--- src/rtl/omr_pkg.sv ---
// Shared definitions for the OMR scanner and grader: sheet geometry,
// scanner FSM states and the packed answer word type.
package omr_pkg;

   localparam int NUM_Q_DEFAULT = 10;
   localparam int OPT_W_DEFAULT = 4;
   localparam int CNT_W         = 4;

   typedef enum logic [1:0] {
      IDLE    = 2'd0,
      COLLECT = 2'd1,
      HOLD    = 2'd2
   } omr_state_e;

   typedef logic [NUM_Q_DEFAULT*OPT_W_DEFAULT-1:0] answer_word_t;

   // Two or more bubbles marked: clearing the lowest set bit leaves something.
   function automatic logic multi_marked(input logic [OPT_W_DEFAULT-1:0] row);
      logic [OPT_W_DEFAULT-1:0] low_cleared;
      low_cleared = row & (row - {{(OPT_W_DEFAULT-1){1'b0}}, 1'b1});
      return (low_cleared != {OPT_W_DEFAULT{1'b0}});
   endfunction

endpackage

--- src/rtl/omr_row_check.sv ---
// Combinational one-hot check of a single bubble row; only a clean
// one-hot row is passed through, anything else is forced to zero.
module omr_row_check
   import omr_pkg::*;
#(
   parameter int OPT_W = OPT_W_DEFAULT
) (
   input  logic [OPT_W-1:0] row_bits,
   output logic [OPT_W-1:0] row_clean,
   output logic             is_blank,
   output logic             is_multi
);

   logic [OPT_W-1:0] low_cleared_s;

   // Classify the row and derive the value that will be packed.
   always_comb begin
      low_cleared_s = row_bits & (row_bits - {{(OPT_W-1){1'b0}}, 1'b1});
      is_blank      = (row_bits == {OPT_W{1'b0}});
      is_multi      = (low_cleared_s != {OPT_W{1'b0}});
      if (is_blank || is_multi) begin
         row_clean = {OPT_W{1'b0}};
      end else begin
         row_clean = row_bits;
      end
   end

endmodule

--- src/rtl/omr_sheet_scanner.sv ---
// Collects one bubble row per question into the packed answer word, flags
// blank/multi-marked questions and offers the sheet over a valid/ready handshake.
module omr_sheet_scanner
   import omr_pkg::*;
#(
   parameter int NUM_Q = NUM_Q_DEFAULT,
   parameter int OPT_W = OPT_W_DEFAULT
) (
   input  logic                   clk,
   input  logic                   reset_n,
   input  logic                   sheet_start,
   input  logic                   row_valid,
   input  logic [OPT_W-1:0]       row_bits,
   output logic                   row_ready,
   output logic [NUM_Q*OPT_W-1:0] student_answers,
   output logic [NUM_Q-1:0]       blank_mask,
   output logic [NUM_Q-1:0]       multi_mask,
   output logic [CNT_W-1:0]       blank_count,
   output logic [CNT_W-1:0]       multi_count,
   output logic                   sheet_valid,
   input  logic                   sheet_ready,
   output logic                   abort
);

   localparam int                W        = NUM_Q * OPT_W;
   localparam int                IDX_W    = (NUM_Q > 1) ? $clog2(NUM_Q) : 1;
   localparam logic [IDX_W-1:0]  LAST_IDX = IDX_W'(NUM_Q - 1);
   localparam logic [CNT_W-1:0]  CNT_MAX  = CNT_W'(NUM_Q);
   localparam logic [IDX_W-1:0]  IDX_ONE  = {{(IDX_W-1){1'b0}}, 1'b1};
   localparam logic [CNT_W-1:0]  CNT_ONE  = {{(CNT_W-1){1'b0}}, 1'b1};

   omr_state_e       state_q;
   logic [IDX_W-1:0] index_q;
   logic [W-1:0]     answers_q;
   logic [NUM_Q-1:0] blank_q;
   logic [NUM_Q-1:0] multi_q;
   logic [CNT_W-1:0] blank_cnt_q;
   logic [CNT_W-1:0] multi_cnt_q;
   logic             row_ready_q;
   logic             sheet_valid_q;
   logic             abort_q;

   logic [W-1:0]     answers_d;
   logic [NUM_Q-1:0] blank_d;
   logic [NUM_Q-1:0] multi_d;
   logic [CNT_W-1:0] blank_cnt_d;
   logic [CNT_W-1:0] multi_cnt_d;

   logic [OPT_W-1:0] row_clean_s;
   logic             is_blank_s;
   logic             is_multi_s;

   omr_row_check #(
      .OPT_W (OPT_W)
   ) u_row_check (
      .row_bits  (row_bits),
      .row_clean (row_clean_s),
      .is_blank  (is_blank_s),
      .is_multi  (is_multi_s)
   );

   // Sheet contents as they would look after accepting the current row.
   always_comb begin
      answers_d = answers_q;
      blank_d   = blank_q;
      multi_d   = multi_q;
      for (int i = 0; i < NUM_Q; i++) begin
         if (index_q == IDX_W'(i)) begin
            answers_d[(NUM_Q-1-i)*OPT_W +: OPT_W] = row_clean_s;
            blank_d[NUM_Q-1-i] = blank_q[NUM_Q-1-i] | is_blank_s;
            multi_d[NUM_Q-1-i] = multi_q[NUM_Q-1-i] | is_multi_s;
         end else begin
            answers_d[(NUM_Q-1-i)*OPT_W +: OPT_W] = answers_q[(NUM_Q-1-i)*OPT_W +: OPT_W];
         end
      end
      if (is_blank_s && (blank_cnt_q < CNT_MAX)) begin
         blank_cnt_d = blank_cnt_q + CNT_ONE;
      end else begin
         blank_cnt_d = blank_cnt_q;
      end
      if (is_multi_s && (multi_cnt_q < CNT_MAX)) begin
         multi_cnt_d = multi_cnt_q + CNT_ONE;
      end else begin
         multi_cnt_d = multi_cnt_q;
      end
   end

   // Sheet FSM with all outputs held in registers.
   always_ff @(posedge clk or negedge reset_n) begin
      if (!reset_n) begin
         state_q       <= IDLE;
         index_q       <= {IDX_W{1'b0}};
         answers_q     <= {W{1'b0}};
         blank_q       <= {NUM_Q{1'b0}};
         multi_q       <= {NUM_Q{1'b0}};
         blank_cnt_q   <= {CNT_W{1'b0}};
         multi_cnt_q   <= {CNT_W{1'b0}};
         row_ready_q   <= 1'b0;
         sheet_valid_q <= 1'b0;
         abort_q       <= 1'b0;
      end else begin
         abort_q <= 1'b0;
         case (state_q)
            IDLE: begin
               if (sheet_start) begin
                  state_q     <= COLLECT;
                  row_ready_q <= 1'b1;
                  index_q     <= {IDX_W{1'b0}};
                  answers_q   <= {W{1'b0}};
                  blank_q     <= {NUM_Q{1'b0}};
                  multi_q     <= {NUM_Q{1'b0}};
                  blank_cnt_q <= {CNT_W{1'b0}};
                  multi_cnt_q <= {CNT_W{1'b0}};
               end
            end
            COLLECT: begin
               // A restart wins over a row arriving in the same cycle.
               if (sheet_start) begin
                  abort_q     <= 1'b1;
                  index_q     <= {IDX_W{1'b0}};
                  answers_q   <= {W{1'b0}};
                  blank_q     <= {NUM_Q{1'b0}};
                  multi_q     <= {NUM_Q{1'b0}};
                  blank_cnt_q <= {CNT_W{1'b0}};
                  multi_cnt_q <= {CNT_W{1'b0}};
               end else if (row_valid) begin
                  answers_q   <= answers_d;
                  blank_q     <= blank_d;
                  multi_q     <= multi_d;
                  blank_cnt_q <= blank_cnt_d;
                  multi_cnt_q <= multi_cnt_d;
                  index_q     <= index_q + IDX_ONE;
                  if (index_q == LAST_IDX) begin
                     state_q       <= HOLD;
                     row_ready_q   <= 1'b0;
                     sheet_valid_q <= 1'b1;
                  end
               end
            end
            HOLD: begin
               if (sheet_ready) begin
                  state_q       <= IDLE;
                  sheet_valid_q <= 1'b0;
               end
            end
            default: begin
               state_q       <= IDLE;
               row_ready_q   <= 1'b0;
               sheet_valid_q <= 1'b0;
            end
         endcase
      end
   end

   assign row_ready       = row_ready_q;
   assign student_answers = answers_q;
   assign blank_mask      = blank_q;
   assign multi_mask      = multi_q;
   assign blank_count     = blank_cnt_q;
   assign multi_count     = multi_cnt_q;
   assign sheet_valid     = sheet_valid_q;
   assign abort           = abort_q;

endmodule

--- config.mk ---
export PLATFORM = sky130hd
export DESIGN_NAME = omr_sheet_scanner
export DESIGN_NICKNAME = d
export VERILOG_FILES = /design/src/rtl/omr_pkg.sv /design/src/rtl/omr_row_check.sv /design/src/rtl/omr_sheet_scanner.sv
export SDC_FILE = /design/constraint.sdc
export NUM_CORES = 1
export LEC_CHECK = 0
export ABC_AREA = 1
export CELL_PAD_IN_SITES_DETAIL_PLACEMENT = 1
export CELL_PAD_IN_SITES_GLOBAL_PLACEMENT = 1
export CORE_MARGIN = 2
export CORE_UTILIZATION = 34
export CTS_CLUSTER_SIZE = 24
export DETAILED_ROUTE_END_ITERATION = 7
export HOLD_SLACK_MARGIN = 0.12
export PLACE_DENSITY = 0.74
export SETUP_SLACK_MARGIN = 0.2
export SLEW_MARGIN = 20
export SYNTH_ARGS = -nofsm -noshare
export SYNTH_HDL_FRONTEND = slang
export SYNTH_SLANG_ARGS = --single-unit
--- constraint.sdc ---
create_clock -name clk -period 1.29 [get_ports clk]
set_input_delay 0.387 -clock clk [delete_from_list [all_inputs] [get_ports clk]]
set_output_delay 0.387 -clock clk [all_outputs]
set_load 0.02 [all_outputs]
Word-level counts from Yosys, hierarchy flattened
Cells that the tools add are included.
- bits in registers: 77
- latch bits: 0
- RAM bits: 0
- memory bits (read-only): 0
- input port bits: 9
- output and inout port bits: 71
- logic and storage cells: 191
- memories kept: 0
- $add $sub $neg: 4
- $mul: 0
- div/mod/pow operators: 0
- order comparisons: 2
- eq/ne operators: 29
- shift-type cells: 0
- mux-type cells: 72
- bitwise logic cells: 23
- reduce and logical (&&, ||, !) cells: 24
- operators with widths (operator ; number):
    $mux 40 ; 3
    $mux 4 ; 20
    $pmux 40 s2 ; 1
    $mux 10 ; 5
    $reduce_and 4->1 ; 12
    $pmux 10 s2 ; 2
    $ne 3x3->1 const B ; 13
    $mux 1 ; 30
    $pmux 4 s2 ; 3
    $or 1x1->1 ; 20
    $eq 4x3->1 const B ; 4
    $reduce_and 5->1 ; 3
    $add 4x1->4 const B ; 3
    $mux 2 ; 5
    $ne 2x2->1 const B ; 5
    $eq 4x2->1 const B ; 2
    $eq 4x4->1 const B ; 2
    $logic_not 4->1 ; 2
    $lt 4x4->1 const B ; 2
    $pmux 1 s3 ; 2
    $pmux 2 s3 ; 1
    $and 4x4->4 ; 1
    $eq 4x1->1 const B ; 1
    $reduce_bool 4->1 ; 1
    9 further kinds ; 11

Longest topological paths before layout
- word-level depth: 9
- depth in mapped cells: 8
- gate-level depth less buffers: 8

Cells and area by module
From an unflattened synthesis, not the netlist that was laid out.
- cells, all modules: 469
- area total of the unflattened synthesis: 3688.5 µm²
- by module, submodules not included (module ; times used ; cells an instance ; area an instance (µm²) ; sequential area each (µm²)):
    omr_sheet_scanner ; 1 ; 448 ; 3597.2 ; 1926.8
    omr_row_check ; 1 ; 21 ; 91.3 ; 0.0

Worst setup path before layout
OpenSTA, ideal clock, no wires.
- path kind: register -> register
- start point: reg multi_cnt_q[0], in the netlist multi_count[0]
- end point: reg multi_cnt_q[2], in the netlist multi_count[2]
- setup time: 0.118 ns
- data arrival time: 1.177 ns
- required time: 1.172 ns
- setup slack: -0.006 ns
- cell stages (with the launch flop): 7
- buffers on the path: 0
- period minus slack after synthesis: 1.296 ns
- cells stage by stage: dfrtp_1 ha_1 or2_2 nand3_1 nor2_1 nand3_1 nand2_1
- longest elaborated chain between the ends: 5
- elaborated cells between the ends (all ways): 9
- those cells by class: add/sub (1); order compare (1); eq/ne (1); mux (4); reduce/logical (2)
- RTL lines (element ; RTL line ; text):
    start: declaration ; omr_sheet_scanner.sv:38 ; logic [CNT_W-1:0] multi_cnt_q;
    start signal: assignment ; omr_sheet_scanner.sv:97 ; multi_cnt_q <= {CNT_W{1'b0}};
    start signal: assignment ; omr_sheet_scanner.sv:113 ; multi_cnt_q <= {CNT_W{1'b0}};
    start signal: assignment ; omr_sheet_scanner.sv:125 ; multi_cnt_q <= {CNT_W{1'b0}};
    $add 4x1->4 ; omr_sheet_scanner.sv:82 ; multi_cnt_d = multi_cnt_q + CNT_ONE;
    $mux 4 ; omr_sheet_scanner.sv:81 ; if (is_multi_s && (multi_cnt_q < CNT_MAX)) begin
    $mux 4 ; omr_sheet_scanner.sv:126 ; end else if (row_valid) begin
    $mux 4 ; omr_sheet_scanner.sv:118 ; if (sheet_start) begin
    $pmux 4 s2 ; omr_sheet_scanner.sv:103 ; case (state_q)
Several ways; a longest one is shown, not always the timed one. The select of a mux whose other input is x is not followed.
A chain may end at the register's enable or synchronous reset.

Final worst setup path
- start point: reg index_q[1]
- end point: reg answers_q[23], in the netlist student_answers[23]
- longest elaborated chain between the ends: 3
- RTL lines (element ; RTL line ; text):
    start: declaration ; omr_sheet_scanner.sv:33 ; logic [IDX_W-1:0] index_q;
    start signal: assignment ; omr_sheet_scanner.sv:92 ; index_q <= {IDX_W{1'b0}};
    start signal: assignment ; omr_sheet_scanner.sv:108 ; index_q <= {IDX_W{1'b0}};
    start signal: assignment ; omr_sheet_scanner.sv:120 ; index_q <= {IDX_W{1'b0}};
    $eq 4x3->1 ; omr_sheet_scanner.sv:68 ; if (index_q == IDX_W'(i)) begin
    $ne 3x3->1 (no line) ; -- ;
    $reduce_and 4->1 (no line) ; -- ;
    end signal: assignment ; omr_sheet_scanner.sv:93 ; answers_q <= {W{1'b0}};
    end signal: assignment ; omr_sheet_scanner.sv:109 ; answers_q <= {W{1'b0}};
    end signal: assignment ; omr_sheet_scanner.sv:121 ; answers_q <= {W{1'b0}};
    end: declaration ; omr_sheet_scanner.sv:34 ; logic [W-1:0] answers_q;
No other way between the ends.

==> metrics.txt <==
Ports 80; first-pass GRT wire length 22700 um; Starting Density 0.345; Post-Place Cell Area 5110 um2; die area 11200 um2; status complete, but fails checks; Clock Path Buffers 2; CORE AREA 10200 um2; Post-synth ARST share 1.00; Worst-path clk slew 0.10 ns; violated checks setup timing; number of max-cap violations 0; Yosys warning count 0; FF+latch area 1930 um2; pin count of the biggest net entering global routing 32; vias per cell 5.44; top cells by count, synth nand2_1 (101), dfrtp_1 (77), nand3_1 (60), inv_1 (31), a21oi_1 (22); setup violators final 146; Hold WC Path Type in2async; sequential cell area fraction in the yosys report 0.548; largest family of logic cells by synthesized area simple AND/OR/NAND/NOR gates; Hold WS 0.457 ns; CP Max Fanout 7; Worst path slowest cell dfrtp_1; antenna violations before repair 0; Syn Inst Count 391; VDD IR max 0.00119 V; Post-Synth XOR/XNOR Area 0.00249; port bufs 79; Final Instance Area 7140 um2; Post-Synth Adder-Cell Area 0.0214; syn nets 406; die height 106 um; CP dominant cell by count nand2_8; Buf/Inv on CP 1; CP Data Required Time 1.56 ns; Slew Limit Fails 0; Max Fclk 0.663 GHz; area of the multi-input gates 2420 um2; fillers 1027; DRC 0; Syn-to-layout area delta 103%; arrival time at the worst endpoint 1.78 ns; total CTS buffers 9; synth unique cells 27; crit path time final 1.51 ns; Root Driver clkbuf_8; H-tree depth 3; Wirelength per Cell 26.3 um; top cell type's share of synthesized area 0.548; kind of end point of the critical path flip-flop; Via Count 4156; share of cells above drive strength 1 0.667; Max Clock Skew 0.0182 ns; Initial DRC Count 240; Synth area leaders dfrtp_1 (55%), nand2_1 (11%), nand3_1 (8.5%), inv_1 (3.3%), a21oi_1 (3.1%); Rows 37; Hold Vio Cnt, Final 0; Cell Chain, Critical Path inv_2 > ha_4 > nand3_2 > nand2_8 > nand2_8 > nand2_1 > o21ai_2; Lkg Pwr 3.32 nW; Post-DP HPWL 8210 um; fin crit share 1.17; Synth Flop Type dfrtp_1; Clock Latency Late Sink 0.39 ns; CP max stage delay 0.41 ns; grt ovf 0; vias in the first global route 4259; CTS Sinks 77; mux share of post-synthesis cell area 0; CTS tree yes; die width 106 um; RSZ-0062 raised after global routing true; pre-CTS setup slack -0.568 ns; number of flops mapped to enable cells by yosys 0; post-synth top area cell dfrtp_1; Fin Setup TNS -12.26 ns; synthesized area 3520 um2; Final ANT Viol Nets 0; count leader, synth nand2_1; DR pass1 iterations 4; Setup CP Type reg2reg; Top delay family on crit path simple AND/OR/NAND/NOR gates; Power Dens Cells 1730 nW/um2; antenna cells 0; GR Util All Layers 0.266; GPL Wtd Cong 0.865; Slew headroom 0.786; final-stage net count 638; DRT Wirelength 20100 um; Compound-Gate Fraction of Synth Area 0.0868; Avg Cell Area, Syn 8.99 um2; simple-gate share of the synthesized area 0.286; Power, Total 12.4 mW; Yosys reg bits 77; PnR worst setup slack -0.219 ns; CP Launch Type flip-flop; Worst Tran Pin Value 0.321 ns
cell type report:
cell class	count	area share
Sequential cell	77	0.271
Multi-Input combinational cell	277	0.339
Clock inverter	7	0.0112
Timing Repair Buffer	225	0.318
Clock buffer	9	0.0174
Inverter	33	0.0196
Tap cell	136	0.0238
registers in the layout, indices dropped and copies added, names as in the netlist:
register         cells
blank_mask          10
sheet_valid          1
row_ready            1
index_q              4
state_q              2
multi_mask          10
blank_count          4
multi_count          4
student_answers     40
abort                1
layer usage:
layer	track usage	up-vias	wire, um
met4	0.125	0	1260
met1	0.304	2114	7400
met3	0.0557	87	916
li1	-	1773	-
met2	0.474	182	10500
met5	0	-	0
metrics by stage:
stage / utilization / std cells
detailed placement: 0.502 / 666
CTS: 0.596 / 730
floorplan: - / 391
global placement: 0.502 / 666
finish: 0.701 / 764
global route: 0.701 / 764
worst reg2reg max path: cells and delay by family, from the launching register on:
kind | cells | cell delay, ns
AND/OR/NAND/NOR | 4 | 0.57
flip-flops | 1 | 0.41
adder cells (fa/ha/maj) | 1 | 0.20
buffers and inverters | 1 | 0.15
AO/OA/AOI/OAI | 1 | 0.08
where the power goes:
group	switching, mW	total, mW	internal (mW)
logic	3.95	7.07	3.12
clock network	1.16	2.08	0.927
registers	0.403	3.22	2.82
total	5.51	12.4	6.86
final timing paths:
kind	start	end	slack [ns]	depth (start not counted)
worst max-delay path	index_q[1]	student_answers[23]	-0.22	7
worst min-delay path	reset_n	student_answers[22]	0.46	2
worst max register to register	index_q[1]	student_answers[23]	-0.22	7
worst min register to register	sheet_valid	sheet_valid	0.55	2
max in group asynchronous	reset_n	blank_mask[5]	0.35	3
min in group clk	sheet_valid	sheet_valid	0.55	2
cell usage in the layout, fill, tap and decap left out, types with 3 or more instances in the layout:
master and instances:
nor2_2 3, inv_6 3, inv_4 3, buf_4 115, clkbuf_16 5, inv_2 6, nor2_1 9, dfrtp_1 72
ha_2 3, a21oi_2 21, nor2_4 6, nand2_2 24, o21ai_1 13, buf_12 9, nand2_8 15, nand2_4 18
ha_4 3, nand3_1 20, o21ai_2 26, nand2_1 61, nand3_2 24, clkbuf_8 9, buf_6 85, nand3_4 22
dfrtp_2 5, dlygate4sd2_1 6, inv_1 22
timing repair:
action,in CTS,in global routing
hold buffers,1,0
setup buffers,40,28
setup endpoints to repair,148,147
hold endpoints to repair,18,0
cloned,7,6
pin swaps,17,53
gates resized for setup,500,165
logic make-up after synthesis:
| logic type | Yosys count |
|---|---|
| xor gates and xnor gates | 1 |
| DFF | 77 |
| and+or+nand+nor | 203 |
| AOI/OAI and AO/OA | 61 |
| buffers and inverters | 43 |
| adders and majority gates | 6 |
(Power assumes the default switching activity.)
